### config.mk
export PLATFORM = sky130hd
export DESIGN_NAME = dir_input_unit_flat
export DESIGN_NICKNAME = d
export VERILOG_FILES = /design/src/rtl/snake_pkg.sv /design/src/rtl/dir_input_unit_if.sv /design/src/rtl/dir_input_unit_key_debounce.sv /design/src/rtl/dir_input_unit.sv /design/src/flat_wrapper.sv
export SDC_FILE = /design/constraint.sdc
export NUM_CORES = 1
export LEC_CHECK = 0
export BUFFER_PORTS_ARGS = -buffer_cell sky130_fd_sc_hd__buf_2
export CELL_PAD_IN_SITES_DETAIL_PLACEMENT = 0
export CELL_PAD_IN_SITES_GLOBAL_PLACEMENT = 2
export CORE_MARGIN = 2
export CORE_UTILIZATION = 43
export CTS_CLUSTER_SIZE = 25
export DETAILED_ROUTE_END_ITERATION = 12
export PLACE_DENSITY = 0.85
export RECOVER_POWER = 25
export SLEW_MARGIN = 25
export SYNTH_ARGS = -nofsm -noshare
export SYNTH_HDL_FRONTEND = slang
export SYNTH_HIERARCHICAL = 1
export SYNTH_SLANG_ARGS = --single-unit
### constraint.sdc
create_clock -name clk -period 5.7 [get_ports clk]
set_clock_uncertainty 0.05 [all_clocks]
set_input_delay 0.285 -clock clk [delete_from_list [all_inputs] [get_ports clk]]
set_output_delay 0.285 -clock clk [all_outputs]
set_load 0.01 [all_outputs]
### src/rtl/snake_pkg.sv
// Direction encoding shared by the key front end and the game controller.
package snake_pkg;

  typedef logic [1:0] dir_t;

  localparam dir_t DIR_UP    = 2'd0;
  localparam dir_t DIR_DOWN  = 2'd1;
  localparam dir_t DIR_RIGHT = 2'd2;
  localparam dir_t DIR_LEFT  = 2'd3;

  // Opposite directions differ only in bit 0 (up/down, right/left).
  function automatic dir_t dir_opposite(input dir_t d);
    return d ^ 2'd1;
  endfunction

  // A turn is meaningful only if it neither repeats nor reverses the reference heading.
  function automatic logic turn_ok(input dir_t cand, input dir_t ref_dir);
    return (cand != ref_dir) && (cand != dir_opposite(ref_dir));
  endfunction

endpackage

### src/rtl/dir_input_unit_if.sv
// Key/step inputs and direction-stream outputs of dir_input_unit; master = game side, slave = the unit.
interface dir_input_unit_if
  import snake_pkg::*;
#(
  parameter int N_KEYS      = 4,
  parameter int QUEUE_DEPTH = 4
);

  logic [N_KEYS-1:0]              key_in;
  logic                           step;
  logic [N_KEYS-1:0]              key_pulse;
  dir_t                           dir;
  logic                           dir_change;
  logic [$clog2(QUEUE_DEPTH):0]   q_level;
  logic                           q_overflow;

  modport master (
    output key_in, step,
    input  key_pulse, dir, dir_change, q_level, q_overflow
  );

  modport slave (
    input  key_in, step,
    output key_pulse, dir, dir_change, q_level, q_overflow
  );

endinterface

### src/rtl/dir_input_unit_key_debounce.sv
// One key channel: optional 2-FF synchroniser (KEY_SYNC_EN), stability counter, press pulse.
module key_debounce #(
  parameter int DEBOUNCE_CYC = 1000000,
  parameter int CNT_W        = 20,
  parameter bit KEY_ACT_LOW  = 1'b1
) (
  input  logic clk_i,
  input  logic rstn_i,
  input  logic key_i,
  output logic pulse_o
);

  localparam logic [CNT_W-1:0] CNT_MAX = CNT_W'(DEBOUNCE_CYC - 1);

  logic             pressed;
  logic [CNT_W-1:0] cnt_q, cnt_d;
  logic             stable_q, stable_d;
  logic             stable_dly_q;
  logic             pulse_q;

`ifdef KEY_SYNC_EN
  logic [1:0] sync_q;

  // Synchroniser resets to the released level so a reset never fakes a press.
  always_ff @(posedge clk_i) begin
    if (!rstn_i) sync_q <= {2{KEY_ACT_LOW}};
    else         sync_q <= {sync_q[0], key_i};
  end

  assign pressed = sync_q[1] ^ KEY_ACT_LOW;
`else
  assign pressed = key_i ^ KEY_ACT_LOW;
`endif

  always_comb begin
    cnt_d    = cnt_q;
    stable_d = stable_q;
    if (pressed == stable_q) begin
      cnt_d = '0;
    end else if (cnt_q == CNT_MAX) begin
      stable_d = pressed;
      cnt_d    = '0;
    end else begin
      cnt_d = cnt_q + CNT_W'(1);
    end
  end

  always_ff @(posedge clk_i) begin
    if (!rstn_i) begin
      cnt_q        <= '0;
      stable_q     <= 1'b0;
      stable_dly_q <= 1'b0;
      pulse_q      <= 1'b0;
    end else begin
      cnt_q        <= cnt_d;
      stable_q     <= stable_d;
      stable_dly_q <= stable_q;
      pulse_q      <= stable_q & ~stable_dly_q;
    end
  end

  assign pulse_o = pulse_q;

endmodule

### src/rtl/dir_input_unit.sv
// Snake key front end: debounced key pulses, reversal/repeat filter, turn queue popped by step.
// Optional KEY_SYNC_EN macro adds a 2-FF synchroniser per key ahead of debounce.
module dir_input_unit
  import snake_pkg::*;
#(
  parameter int N_KEYS       = 4,
  parameter int DEBOUNCE_CYC = 1000000,
  parameter int CNT_W        = 20,
  parameter bit KEY_ACT_LOW  = 1'b1,
  parameter int QUEUE_DEPTH  = 4
) (
  input logic             clk,
  input logic             rstn,
  dir_input_unit_if.slave bus
);

  localparam int PTR_W = $clog2(QUEUE_DEPTH);
  localparam int LVL_W = PTR_W + 1;

  logic [N_KEYS-1:0] pulse;

  for (genvar i = 0; i < N_KEYS; i++) begin : g_key
    key_debounce #(
      .DEBOUNCE_CYC (DEBOUNCE_CYC),
      .CNT_W        (CNT_W),
      .KEY_ACT_LOW  (KEY_ACT_LOW)
    ) u_deb (
      .clk_i   (clk),
      .rstn_i  (rstn),
      .key_i   (bus.key_in[i]),
      .pulse_o (pulse[i])
    );
  end

  dir_t             mem_q [QUEUE_DEPTH];
  logic [PTR_W-1:0] head_q, head_d, tail_q, tail_d;
  logic [LVL_W-1:0] level_q, level_d;
  dir_t             dir_q, dir_d;
  logic             pop_q, chg_q, ovf_q;

  dir_t cand, ref_dir;
  logic cand_vld, empty, full, pop, accept, push, drop;

  // Lowest-index direction key wins; simultaneous losers are discarded.
  always_comb begin
    cand_vld = |pulse[3:0];
    cand     = DIR_UP;
    if      (pulse[0]) cand = DIR_UP;
    else if (pulse[1]) cand = DIR_DOWN;
    else if (pulse[2]) cand = DIR_RIGHT;
    else if (pulse[3]) cand = DIR_LEFT;
  end

  always_comb begin
    empty   = (level_q == '0);
    full    = (level_q == LVL_W'(QUEUE_DEPTH));
    ref_dir = empty ? dir_q : mem_q[tail_q - PTR_W'(1)];
    pop     = bus.step && !empty;
    accept  = cand_vld && turn_ok(cand, ref_dir);
    // A pop in the same cycle frees the slot a full queue would otherwise lack.
    push    = accept && (!full || pop);
    drop    = accept && full && !pop;
    head_d  = pop  ? head_q + PTR_W'(1) : head_q;
    tail_d  = push ? tail_q + PTR_W'(1) : tail_q;
    level_d = level_q + LVL_W'(push) - LVL_W'(pop);
    dir_d   = pop ? mem_q[head_q] : dir_q;
  end

  always_ff @(posedge clk) begin
    if (push) mem_q[tail_q] <= cand;
  end

  always_ff @(posedge clk) begin
    if (!rstn) begin
      head_q  <= '0;
      tail_q  <= '0;
      level_q <= '0;
      dir_q   <= DIR_RIGHT;
      pop_q   <= 1'b0;
      chg_q   <= 1'b0;
      ovf_q   <= 1'b0;
    end else begin
      head_q  <= head_d;
      tail_q  <= tail_d;
      level_q <= level_d;
      dir_q   <= dir_d;
      pop_q   <= pop;
      chg_q   <= pop_q;
      ovf_q   <= drop;
    end
  end

  assign bus.key_pulse  = pulse;
  assign bus.dir        = dir_q;
  assign bus.dir_change = chg_q;
  assign bus.q_level    = level_q;
  assign bus.q_overflow = ovf_q;

endmodule

### src/flat_wrapper.sv
// flat-port wrapper written by rule: the top's interface ports become plain ports
module dir_input_unit_flat import snake_pkg::*;
#(
  parameter int N_KEYS       = 4,
  parameter int DEBOUNCE_CYC = 1000000,
  parameter int CNT_W        = 20,
  parameter bit KEY_ACT_LOW  = 1'b1,
  parameter int QUEUE_DEPTH  = 4
)
  (clk, rstn, bus_key_in, bus_step, bus_key_pulse, bus_dir, bus_dir_change, bus_q_level, bus_q_overflow);
  dir_input_unit_if #(.N_KEYS(N_KEYS), .QUEUE_DEPTH(QUEUE_DEPTH)) bus_i ();
  input logic clk;
  input logic rstn;
  input wire logic [$bits(bus_i.key_in)-1:0] bus_key_in;
  input wire logic [$bits(bus_i.step)-1:0] bus_step;
  output wire logic [$bits(bus_i.key_pulse)-1:0] bus_key_pulse;
  output wire logic [$bits(bus_i.dir)-1:0] bus_dir;
  output wire logic [$bits(bus_i.dir_change)-1:0] bus_dir_change;
  output wire logic [$bits(bus_i.q_level)-1:0] bus_q_level;
  output wire logic [$bits(bus_i.q_overflow)-1:0] bus_q_overflow;
  assign bus_i.key_in = bus_key_in;
  assign bus_i.step = bus_step;
  assign bus_key_pulse = bus_i.key_pulse;
  assign bus_dir = bus_i.dir;
  assign bus_dir_change = bus_i.dir_change;
  assign bus_q_level = bus_i.q_level;
  assign bus_q_overflow = bus_i.q_overflow;
  dir_input_unit #(.N_KEYS(N_KEYS), .DEBOUNCE_CYC(DEBOUNCE_CYC), .CNT_W(CNT_W), .KEY_ACT_LOW(KEY_ACT_LOW), .QUEUE_DEPTH(QUEUE_DEPTH)) u_core (.clk(clk), .rstn(rstn), .bus(bus_i));
endmodule
# == After elaboration in Yosys (flattened, before gate mapping) ==
# Memory sizes are Yosys's and may differ from the RTL's. A register that Yosys moved wholly into a read port is not among the register bits.
# Cells that the tools add are included.
# word_totals
reg_bits,102
latchBits,0
ramBits,8
mem_bits_ro,0
inputBits,7
out_inout_bits,11
elab_cells,89
mem_count,1
# memory_table
name,depth,width,rd,rd_ports_with_merged_regs,write_ports,line,rtl
u_core.mem_q,4,2,2,1,1,dir_input_unit.sv:35,dir_t mem_q [QUEUE_DEPTH];
# classes
add_sub_neg,9
mul,0
div,0
magnitude_cmp,0
n_eq_ne,11
shifts,0
mux,7
bitwise_logic,18
n_reduce_logical,21
# ops
operator,count
$add 20x1->20 const B,4
$eq 20x20->1 const B,4
$not 1->1,14
$reduce_or 3->1,4
$mux 2,5
$reduce_and 2->1,4
$logic_and 1x1->1,6
$add 2x1->2 const B,2
$and 1x1->1,4
$eq 1x1->1,4
$logic_not 1->1,4
$ne 2x2->1,2
$reduce_or 4->1,1
$add 3x1->3,1
$eq 3x3->1 const B,1
$logic_not 3->1,1
$sub 3x1->3,1
$mux 1,2
$sub 2x1->2 const B,1
$logic_or 1x1->1,1

# == Logic depth before layout (Yosys ltp) ==
# Gate-level depths: netlist (run 1).
# logic_depth
ltp_word,10
ltp_mapped,13
depth_no_buf,13

# == By module ==
# The synthesis (run 1) kept the hierarchy.
# modules_own_cells
mod,n_inst,cells_per_inst,area_per_inst_um2,seq_area_each_um2
key_debounce,4,114,1042.2,460.4
dir_input_unit,1,83,979.7,480.5

# == Least setup slack after synthesis (run 1) ==
# Ideal clock, no wire load.
# synth_path
path_kind,register to register
startpoint,reg u_core.tail_q[0]
endpoint,reg u_core.level_q[2] (netlist: u_core/bus.q_level[2])
setup_ps,115
arrival_time_ps,2696
t_required_ps,5535
path_slack_ps,2840
path_stages_with_launch,14
n_path_buf,0
synth_period_minus_slack_ps,2860
path_cell_list,dfxtp_1 > inv_1 > ha_1 > mux4_2 > o22ai_2 > o2bb2ai_2 > inv_2 > ha_1 > inv_1 > ha_1 > fa_1 > xnor2_1 > xnor2_1 > and2_1
# synth_via
elab_chain_cells,10
word_cells_on_any_way,11
classes_between,add/sub: 3; eq/ne: 2; mux: 1; bitwise: 1; reduce/logical: 3; memory: 1
# synth_lines
item,line,rtl
"start, declared",dir_input_unit.sv:36,"logic [PTR_W-1:0] head_q, head_d, tail_q, tail_d;"
"start signal, assigned",dir_input_unit.sv:84,tail_q <= tail_d;
$sub 2x1->2 *,dir_input_unit.sv:57,ref_dir = empty ? dir_q : mem_q[tail_q - PTR_W'(1)];
$mem_v2 4x2 *,n/a,
$mux 2 *,dir_input_unit.sv:57,
$not 1->1 (no source line),n/a,
$ne 2x2->1,snake_pkg.sv:18,return (cand != ref_dir) && (cand != dir_opposite(ref_dir));
$logic_and 1x1->1 *,snake_pkg.sv:18,
$logic_and 1x1->1 *,dir_input_unit.sv:59,"accept = cand_vld && turn_ok(cand, ref_dir);"
$logic_and 1x1->1 *,dir_input_unit.sv:61,push = accept && (!full || pop);
$add 3x1->3 *,dir_input_unit.sv:65,level_d = level_q + LVL_W'(push) - LVL_W'(pop);
$sub 3x1->3 *,dir_input_unit.sv:65,
"end signal, assigned",dir_input_unit.sv:85,level_q <= level_d;
"end, declared",dir_input_unit.sv:37,"logic [LVL_W-1:0] level_q, level_d;"
# Mark *: on every way between the ends. The rest lies on a longest branch, timed or not.
# A chain may end at the register's enable or synchronous reset.

# == Worst setup path in the final report (run 1) ==
# Ends and elaborated chain as after synthesis.

==> flow_summary.json, run 1 <==
{
  "worstPathRequired_ns": 5.90,
  "critical_path_class": "reg2reg",
  "layout-drive-gt1-share": 0.0806,
  "synthTopCellsByArea": "dfxtp_1 40%, xnor2_1 8.2%, edfxtp_1 4.7%",
  "yosysUniqueCellTypes": 44,
  "area_delta_synth_final_pct": 7.12,
  "finalNetCount": 571,
  "cp_top_family": "adder cells",
  "synth_edf_count": 8,
  "ctsHoldBuffers": 0,
  "overflow": 0,
  "synthTopCellsByCount": "104 x dfxtp_1, 62 x nor2_1, 48 x xnor2_1, 35 x a21oi_1, 35 x nand2_1",
  "dieArea_um2": 12900,
  "maxSlewViolCount": 0,
  "critPathLaunchType": "flip-flop",
  "busiest_layer": "met2",
  "grt_pass1_wl_um": 16400,
  "worst_path_largest_cell_delay_ns": 0.45,
  "fin_ws_ns": 2.59,
  "grt_usage": 0.158,
  "drt_iter0_drc": 203,
  "finalSetupViolCount": 0,
  "pwr-share-seq": 0.517,
  "place_inst": 685,
  "die_width_um": 113,
  "reg2reg_setup_slack_ns": 2.59,
  "vias_per_cell": 5.27,
  "syn_inst": 539,
  "crit_slowest_cell": "dfxtp_1",
  "period_minus_slack_ns": 3.11,
  "vias": 3695,
  "clk_latency_ns": 0.35,
  "final.period_utilization": 0.545,
  "power.leakage_nw": 1.67,
  "preCtsSetupSlack_ns": 2.62,
  "hp-class": "in2reg",
  "synth.top_cell.area_share": 0.404,
  "rows": 39,
  "worst-path-max-fanout": 5,
  "die_h_um": 113,
  "tns_ns": 0,
  "routed_wl_um": 9260,
  "pwr-share-comb": 0.106,
  "cts_resized": 0,
  "antenna_cells": 0,
  "drv_cap": 0,
  "grt_max_degree": 27,
  "grt.met2_usage": 0.244,
  "synth_top_area_cell": "dfxtp_1",
  "power_frac_clock": 0.377,
  "grt_util_met3": 0.0499,
  "swShare": 0.243,
  "dp_hpwl_um": 6390,
  "root_buffer": "clkbuf_16",
  "routedWlPerCell_um": 13.2,
  "post_cts_buffers": 0,
  "yosysSeqAreaShare": 0.451,
  "cts_sinks": 112,
  "syn_nets": 557,
  "switching_power_mw": 0.397,
  "ir_worst_vdd_mv": 0.179,
  "start_util": 0.445,
  "io_buffers": 17,
  "path_buf_inv": 3,
  "synthArstFlopShare": 0,
  "cts_buffer_depth": 2,
  "ioPinCount": 18,
  "htree_levels": 3,
  "avgSynthCellArea_um2": 9.55,
  "status": "completed",
  "ys_seq_elements": 112,
  "yosysWarningCount": 6,
  "gr-usage-met1": 0.214,
  "netlist_area_um2": 5150,
  "relSlewSlack": 0.339,
  "coreArea_um2": 11600,
  "clk_pin_slew_ns": 0.07,
  "worst_slew_pin_slew_ns": 0.992,
  "dr.pass1.iters": 4,
  "cts_tree": "built",
  "total_power_mw": 1.63,
  "synth_most_common_cell": "dfxtp_1",
  "p_per_area_nw_per_um2": 296,
  "cp.arrival_ns": 3.30,
  "antenna_found_initial": 0,
  "clock.fmax_ghz": 0.322,
  "crit_path_cell_trace": "inv_1, ha_1, mux4_2, o22ai_2, o2bb2ai_2, inv_2, ha_1, inv_1, ha_1, fa_1, xnor2_1, xnor2_1, and2_1",
  "ys.flop_type": "dfxtp_1",
  "gp_congestion": 0.780,
  "finalHoldViolCount": 0,
  "final_cells": 701,
  "grt_pass1_vias": 3509,
  "cts_buffers": 9,
  "drtAntennaViolNets": 0,
  "crit_top_cell": "ha_1",
  "internal-power_mw": 1.24,
  "drcViolationCount": 0,
  "endpoint_kind": "flip-flop",
  "rsz0062_at_grt": "no"
}
layer usage:
layer	part of all wire	wire, µm	vias up
li1	-	-	1929
met1	0.52	4790	1708
met2	0.43	3980	52
met3	0.044	406	6
met4	0.0092	85	0
met5	0	0	-
placed cells by master (no fill, tap or decap), drive strengths merged, types with 2 or more instances in the layout:
cell type and count:
nor2b 11, or3 29, and4 4, buf 7, nand4 12, nor3 6, xnor2 48, nor4 16
o21ai 16, xor2 4, nand2 35, mux4 3, o31ai 12, mux2i 4, ha 10, a21o 4
dfxtp 104, or4 17, clkbuf 22, nor2 62, edfxtp 8, clkinv 2, nand3 24, a311oi 4
and2 14, or3b 4, a21oi 35, nand4bb 4, inv 27
final cells by class:
class / count / area, µm²
clock buffers: 12 / 236
clock inverters: 4 / 46.3
fillers: 1119 / 6050
inverters: 27 / 101
multi-input cells: 386 / 2560
flip-flops and latches: 112 / 2320
well taps: 143 / 179
repair buffers: 17 / 72.6
power groups by stage:
| stage | Sequential (mW) | Clock [mW] | Combinational, mW |
|---|---|---|---|
| 5_1_grt | 0.848 | 0.673 | 0.197 |
| 6_report | 0.844 | 0.616 | 0.172 |
| 3_5_place_dp | 0.861 | 0 | 0.174 |
| 4_1_cts | 0.843 | 0.641 | 0.174 |
| 3_3_place_gp | 0.859 | 0 | 0.171 |
| 2_1_floorplan | 0.861 | 0 | 0.136 |
flip-flops by register name, indices dropped and copies added (netlist names), 2 cells and up:
signal and flops:
u_core/g_key.u_deb/pulse_o 4, u_core/head_q 2, u_core/g_key.u_deb/stable_q 4, u_core/mem_q 8, u_core/g_key.u_deb/cnt_q 80, u_core/tail_q 2
u_core/bus.dir 2, u_core/bus.q_level 3, u_core/g_key.u_deb/stable_dly_q 4
path summary, 6_finish.rpt:
| kind | start | endpoint | depth (start not counted) |
|---|---|---|---|
| worst max-delay path | u_core/tail_q[0] | u_core/bus.q_level[2] | 13 |
| worst min register to register | u_core/g_key[1].u_deb/stable_dly_q | u_core/g_key[1].u_deb/pulse_o | 1 |
| worst max register to register | u_core/tail_q[0] | u_core/bus.q_level[2] | 13 |
| worst min-delay path | bus_key_in[0] | u_core/g_key[0].u_deb/stable_q | 2 |
metrics by stage:
stage	area, µm²	util	hold slack, ns
3_3_place_gp	5270	0.455	0.322
4_1_cts	5550	0.480	0.0783
3_5_place_dp	5270	0.455	0.321
5_1_grt	5520	0.477	0.0986
6_report	5520	0.477	0.0988
2_1_floorplan	5150	-	0.317
cells by family after synthesis:
group,after synthesis,synth area share
fa+ha+maj,11,0.0282
buf+inv,41,0.0484
compound gates,77,0.0914
flops,112,0.451
mux,7,0.0209
simple gates,239,0.272
xor+xnor,52,0.0885
worst register-to-register path, cell delays in order, from the launching register on:
cell and delay, ns:
dfxtp_1 0.45, inv_1 0.12, ha_1 0.35, mux4_2 0.34
o22ai_2 0.15, o2bb2ai_2 0.17, inv_2 0.09, ha_1 0.28
inv_1 0.04, ha_1 0.18, fa_1 0.39, xnor2_1 0.15
xnor2_1 0.13, and2_1 0.14
Note: power is estimated with default switching activity, not from simulation.
==> run 2, diff against run 1 <==
Settings changed: ABC_AREA from default to 1, CORE_UTILIZATION 43 to 33, PLACE_DENSITY 0.85 to 0.77.
Clock period 5.7 ns to 2.55 ns, I/O delays scaled along.
==> flow_summary.json, run 2 <==
{
  "total_power_mw": 4.06,
  "ioPinCount": 18,
  "rows": 47,
  "critPathLaunchType": "flip-flop",
  "syn_inst": 773,
  "routed_wl_um": 11900,
  "yosysSeqAreaShare": 0.411,
  "overflow": 0,
  "grt_pass1_vias": 4299,
  "vias": 4649,
  "netlist_area_um2": 5650,
  "synthArstFlopShare": 0,
  "vias_per_cell": 4.53,
  "finalNetCount": 820,
  "die_h_um": 135,
  "drt_iter0_drc": 222,
  "yosysWarningCount": 6,
  "synth.top_cell.area_share": 0.368,
  "coreArea_um2": 16600,
  "antenna_found_initial": 1,
  "clk_pin_slew_ns": 0.08,
  "ir_worst_vdd_mv": 0.402,
  "layout-drive-gt1-share": 0.145,
  "relSlewSlack": 0.713,
  "ys_seq_elements": 112,
  "finalHoldViolCount": 0,
  "ys.flop_type": "dfxtp_1",
  "io_buffers": 17,
  "htree_levels": 3,
  "cts_buffer_depth": 2,
  "tns_ns": 0,
  "dieArea_um2": 18200,
  "syn_nets": 791,
  "start_util": 0.340,
  "synthTopCellsByCount": "167 x nand2_1, 124 x nor2_1, 104 x dfxtp_1, 88 x inv_1, 55 x nand3_1",
  "maxSlewViolCount": 0,
  "p_per_area_nw_per_um2": 647,
  "rsz0062_at_grt": "yes",
  "dp_hpwl_um": 8890,
  "largest_reg_flops": 80,
  "worst-path-max-fanout": 3,
  "dr.pass1.iters": 4,
  "gp_congestion": 0.835,
  "holdWs_ns": 0.0528,
  "endpoint_kind": "flip-flop",
  "ctsHoldBuffers": 0,
  "drtAntennaViolNets": 0,
  "die_width_um": 135,
  "avgSynthCellArea_um2": 7.31,
  "synth_most_common_cell": "nand2_1",
  "clock.fmax_ghz": 0.414,
  "yosysUniqueCellTypes": 32,
  "reg.largest.list": "u_core/g_key.u_deb/cnt_q: 80 flops, u_core/mem_q: 8 flops",
  "grt_usage": 0.138,
  "hp-class": "in2reg",
  "drv_cap": 0,
  "area_delta_synth_final_pct": 10.9,
  "worst_slew_pin_slew_ns": 0.431,
  "critical_path_class": "reg2reg",
  "n_fill_cell": 1755,
  "period_minus_slack_ns": 2.42,
  "synthTopCellsByArea": "dfxtp_1 37%, nand2_1 11%, nor2_1 8.2%",
  "final_common_cell": "nand2_1",
  "cp.arrival_ns": 2.62,
  "synth_top_area_cell": "dfxtp_1",
  "largest-register": "u_core/g_key.u_deb/cnt_q",
  "routedWlPerCell_um": 11.5,
  "finalSetupViolCount": 0,
  "synth_edf_count": 8,
  "grt_pass1_wl_um": 20200,
  "cts_tree": "built",
  "grt_max_degree": 24,
  "root_buffer": "clkbuf_16",
  "status": "completed",
  "cts_sinks": 112,
  "worstPathRequired_ns": 2.76,
  "power.leakage_nw": 2.08,
  "final.period_utilization": 0.948,
  "cts_buffers": 9,
  "drcViolationCount": 0,
  "clk_latency_ns": 0.35,
  "mostFrequentLayoutCells": "167 x nand2_1, 124 x nor2_1, 103 x dfxtp_1"
}
## run 2: where the power goes
| part | internal [mW] | total (mW) | switching (mW) |
|---|---|---|---|
| clock network | 0.754 | 1.42 | 0.668 |
| logic | 0.297 | 0.727 | 0.430 |
| registers | 1.85 | 1.91 | 0.0555 |
## run 2: per-stage QoR
stage                     setup slack, ns  std cells  instance area [µm²]   util
after detailed placement           0.0517       1008                 5950  0.358
after global placement              0.127       1008                 5950  0.358
after CTS                          0.0375       1023                 6250  0.375
after global routing              -0.0316       1027                 6270  0.377
final                               0.132       1027                 6270  0.377
after floorplan                    0.0597        773                 5650      -
## run 2: metal layers
metal / part of all wire / up-vias / track usage
li1: - / 2489 / -
met1: 0.53 / 2105 / 0.194
met2: 0.42 / 44 / 0.206
met3: 0.031 / 11 / 0.0364
met4: 0.014 / 0 / 0.0409
met5: 0 / - / 0
## run 2: cells by family (layout without fill, tap and decap cells)
family / count (synthesis) / count (layout) / share of synthesized area
other: 0 / 1 / 0
AND/OR/NAND/NOR: 454 / 454 / 0.379
AO/OA/AOI/OAI: 69 / 69 / 0.0658
buffers and inverters: 101 / 134 / 0.0786
adder cells (fa/ha/maj): 11 / 11 / 0.0257
XOR/XNOR: 26 / 26 / 0.0403
flip-flops: 112 / 112 / 0.411
## run 2: timing repair
| action | CTS | global route |
|---|---|---|
| buffers inserted | 0 | 3 |
| resized for setup | 0 | 2 |
| endpoints found under the setup margin | 0 | 2 |
## run 2: final cells by class
type                    instances  area, µm²  share of cell area
repair buffers                 23        119              0.0190
multi-input cells             560       2890               0.461
well taps                     220        275              0.0439
clock buffers                  11        264              0.0421
inverters                      96        360              0.0575
diodes                          1       2.50            0.000399
flip-flops and latches        112       2320               0.371
clock inverters                 4       33.8             0.00539
## run 2: worst max-delay path, cell delays in order (launching register included)
cell	delay, ns
dfxtp_2	0.34
inv_1	0.07
ha_1	0.29
inv_1	0.08
nand3_1	0.09
nand3_2	0.08
nand2_1	0.06
nand2_2	0.10
nand3_4	0.08
ha_1	0.28
inv_1	0.04
ha_1	0.18
fa_1	0.37
xnor2_1	0.16
nor2_1	0.05
## run 2: worst paths after layout
| check | start | end | slack (ns) | cells after the start |
|---|---|---|---|---|
| setup / recovery | u_core/tail_q[1] | u_core/bus.q_level[2] | 0.13 | 14 |
| hold / removal | bus_key_in[2] | u_core/g_key[2].u_deb/stable_q | 0.05 | 4 |
| setup reg to reg | u_core/tail_q[1] | u_core/bus.q_level[2] | 0.13 | 14 |
| hold reg to reg | u_core/g_key[3].u_deb/stable_dly_q | u_core/g_key[3].u_deb/pulse_o | 0.35 | 1 |
==> run 3, diff against run 2 <==
Settings changed: SYNTH_HIERARCHICAL 1 to default.
==> flow_summary.json, run 3 <==
{
  "status": "completed",
  "stdcell_area_um2": 6030,
  "routed_wl_um": 11000,
  "drcViolationCount": 0,
  "syn_nets": 758,
  "avgSynthCellArea_um2": 7.34,
  "r2r-start": "u_core.tail_q[1]",
  "netlist_area_um2": 5440,
  "dieArea_um2": 17500,
  "ys.flop_type": "dfxtp_1",
  "rows": 46,
  "htree_levels": 3,
  "worst_slew_pin_slew_ns": 0.504,
  "period_minus_slack_ns": 2.35,
  "rsz0062_at_grt": "no",
  "yosysWarningCount": 0,
  "switching_power_mw": 1.04,
  "maxSlewViolCount": 0,
  "power_frac_clock": 0.353,
  "dpl-instance-area_um2": 5740,
  "critPathLaunchType": "flip-flop",
  "vias": 4404,
  "n_fill_cell": 1763,
  "finalNetCount": 780,
  "worst_path_largest_cell_delay_ns": 0.34,
  "drt_iter0_drc": 140,
  "largest_reg_flops": 80,
  "tns_ns": 0,
  "layout-drive-gt1-share": 0.0926,
  "cp.arrival_ns": 2.58,
  "drv_cap": 0,
  "relSlewSlack": 0.662,
  "gp_congestion": 0.810,
  "cts_buffers": 9,
  "synth-xor-area-share": 0.0435,
  "holdPathEnd": "u_core.g_key[2].u_deb.stable_q",
  "final.period_utilization": 0.921,
  "muxShareOfSynthArea": 0,
  "wl_met3_um": 281,
  "r2r_end": "u_core.bus.q_level[2]",
  "fin_ws_ns": 0.200,
  "antenna_cells": 0,
  "clock.fmax_ghz": 0.426,
  "ys_seq_elements": 112,
  "synth-adder-area-share": 0.0267,
  "synth_top_area_cell": "dfxtp_1",
  "overflow": 0,
  "crit_path_cell_trace": "inv_1, ha_1, inv_1, nand3_1, nand3_1, nand2_1, nand2_2, nand3_4, inv_1, ha_1, inv_1, fa_2, xor2_1, o21ai_1, a21oi_1",
  "crit_slowest_cell": "dfxtp_2",
  "synth_most_common_cell": "nand2_1",
  "mostFrequentLayoutCells": "135 x nand2_1, 121 x nor2_1, 110 x inv_1",
  "synth_top_family_by_area": "simple AND/OR/NAND/NOR gates",
  "synth_compound_area_frac": 0.0596,
  "p_per_area_nw_per_um2": 627,
  "pwr-share-comb": 0.144,
  "reg.largest.list": "u_core.g_key.u_deb.cnt_q: 80 flops, u_core.mem_q: 8 flops",
  "worst_hold_path.num_cells": 4,
  "synthTopCellsByArea": "dfxtp_1 38%, nand2_1 9.4%, nor2_1 8.4%",
  "syn_inst": 740,
  "finalSetupViolCount": 0,
  "dr.max_layer_used": "met4",
  "min_from": "bus_key_in[2]",
  "clk_pin_slew_ns": 0.07,
  "dp_hpwl_um": 8270,
  "grt_pass1_wl_um": 19200,
  "grt_pass1_vias": 4275,
  "start_util": 0.340,
  "vias_per_cell": 4.48,
  "worst-path-max-fanout": 4,
  "cp_top_family": "adder cells",
  "synthArstFlopShare": 0,
  "ctsHoldBuffers": 0,
  "preCtsSetupSlack_ns": 0.0218,
  "area_delta_synth_final_pct": 11.0,
  "largest-register": "u_core.g_key.u_deb.cnt_q",
  "cts_tree": "built",
  "grt_max_degree": 21,
  "hp-class": "in2reg",
  "yosysUniqueCellTypes": 39,
  "ir_worst_vdd_mv": 0.316,
  "reg2reg_setup_slack_ns": 0.20,
  "pwr-share-seq": 0.503,
  "path_buf_inv": 4,
  "routedWlPerCell_um": 11.2,
  "internal-power_mw": 2.75,
  "die_h_um": 132,
  "synth.top_cell.area_share": 0.383,
  "reg2regPathDepth": 15,
  "finalHoldViolCount": 0,
  "cts_sinks": 112,
  "root_buffer": "clkbuf_16",
  "antenna_found_initial": 0,
  "critical_path_class": "reg2reg",
  "grt_usage": 0.133,
  "total_power_mw": 3.79,
  "wirelength_met1_um": 5460,
  "cp_num_cells": 15,
  "wl_met2_um": 5060,
  "dr.pass1.iters": 4,
  "power.leakage_nw": 2.31,
  "crit_top_cell": "inv_1",
  "coreArea_um2": 16000,
  "drtAntennaViolNets": 0,
  "die_width_um": 132,
  "ioPinCount": 18,
  "synth_simple_gate_area_frac": 0.350,
  "endpoint_kind": "flip-flop",
  "cts_buffer_depth": 2,
  "synth_edf_count": 8,
  "worstPathRequired_ns": 2.78,
  "final_common_cell": "nand2_1",
  "clk_latency_ns": 0.35,
  "io_buffers": 17,
  "swShare": 0.274,
  "synthTopCellsByCount": "136 x nand2_1, 121 x nor2_1, 111 x inv_1, 104 x dfxtp_1, 41 x a21oi_1",
  "yosysSeqAreaShare": 0.427
}
-- run 3: changes by cell type in the layout (fill, tap and decap cells not counted), sizes merged, moves of 3 or more --
cell	before	now
o21bai	4	0
xor2	16	19
a21oi	45	42
nand2	173	144
nand3	69	46
clkbuf	20	23
nor3b	0	4
inv	94	113
nor3	8	38
nand4	10	22
nor2	177	130
-- run 3: power groups by stage --
| stage | Combinational [mW] | Clock (mW) | Sequential (mW) |
|---|---|---|---|
| after CTS | 0.499 | 1.40 | 1.90 |
| after global placement | 0.490 | 0 | 1.94 |
| final | 0.545 | 1.34 | 1.90 |
| after global routing | 0.631 | 1.46 | 1.91 |
| after detailed placement | 0.498 | 0 | 1.94 |
| after floorplan | 0.353 | 0 | 1.94 |
-- run 3: worst max path at each step --
| stage | startpoint | endpoint | slack, ns |
|---|---|---|---|
| after global routing | u_core.tail_q[1] | u_core.bus.q_level[2] | 0.03 |
| after detailed placement | u_core.tail_q[0] | u_core.bus.q_level[2] | 0.02 |
| final | u_core.tail_q[1] | u_core.bus.q_level[2] | 0.20 |
| after CTS | u_core.tail_q[0] | u_core.bus.q_level[2] | 0.01 |
| after global placement | u_core.tail_q[0] | u_core.bus.q_level[2] | 0.11 |
| after floorplan | u_core.tail_q[0] | u_core.bus.q_level[2] | 0.15 |
-- run 3: routing by layer --
metal	vias up	GRT usage
met5	-	0
met4	0	0.0532
met3	15	0.0277
met2	35	0.224
met1	1979	0.165
li1	2375	-
-- run 3: layout make-up --
cell class	count	area, µm²	area share
clock buffers	11	243	0.0402
clock inverters	5	32.5	0.00539
inverters	112	420	0.0697
multi-input cells	503	2630	0.435
flip-flops and latches	112	2320	0.385
well taps	216	270	0.0448
repair buffers	24	120	0.0199
-- run 3: stage by stage --
step            util  std cells  hold WS (ns)
2_1_floorplan      -        740         0.260
3_3_place_gp   0.359        965         0.325
3_5_place_dp   0.359        965         0.326
4_1_cts        0.376        981        0.0200
5_1_grt        0.377        983        0.0428
6_report       0.377        983        0.0274
-- run 3: logic make-up after synthesis --
logic type,Yosys count
AOI/OAI and AO/OA,63
xor gates and xnor gates,27
adders and majority gates,11
DFF,112
and+or+nand+nor,402
buffers and inverters,125
-- run 3: worst register-to-register path, cell delays in order (launching register included) --
cell and delay [ns]:
dfxtp_2 0.34, inv_1 0.07, ha_1 0.31, inv_1 0.08, nand3_1 0.08, nand3_1 0.10, nand2_1 0.07, nand2_2 0.11
nand3_4 0.08, inv_1 0.06, ha_1 0.14, inv_1 0.05, fa_2 0.34, xor2_1 0.20, o21ai_1 0.08, a21oi_1 0.12
-- run 3: timing repair --
action / in CTS / in global routing
setup buffers: 0 / 2
setup endpoints to repair: 0 / 1
resized for setup: 0 / 7
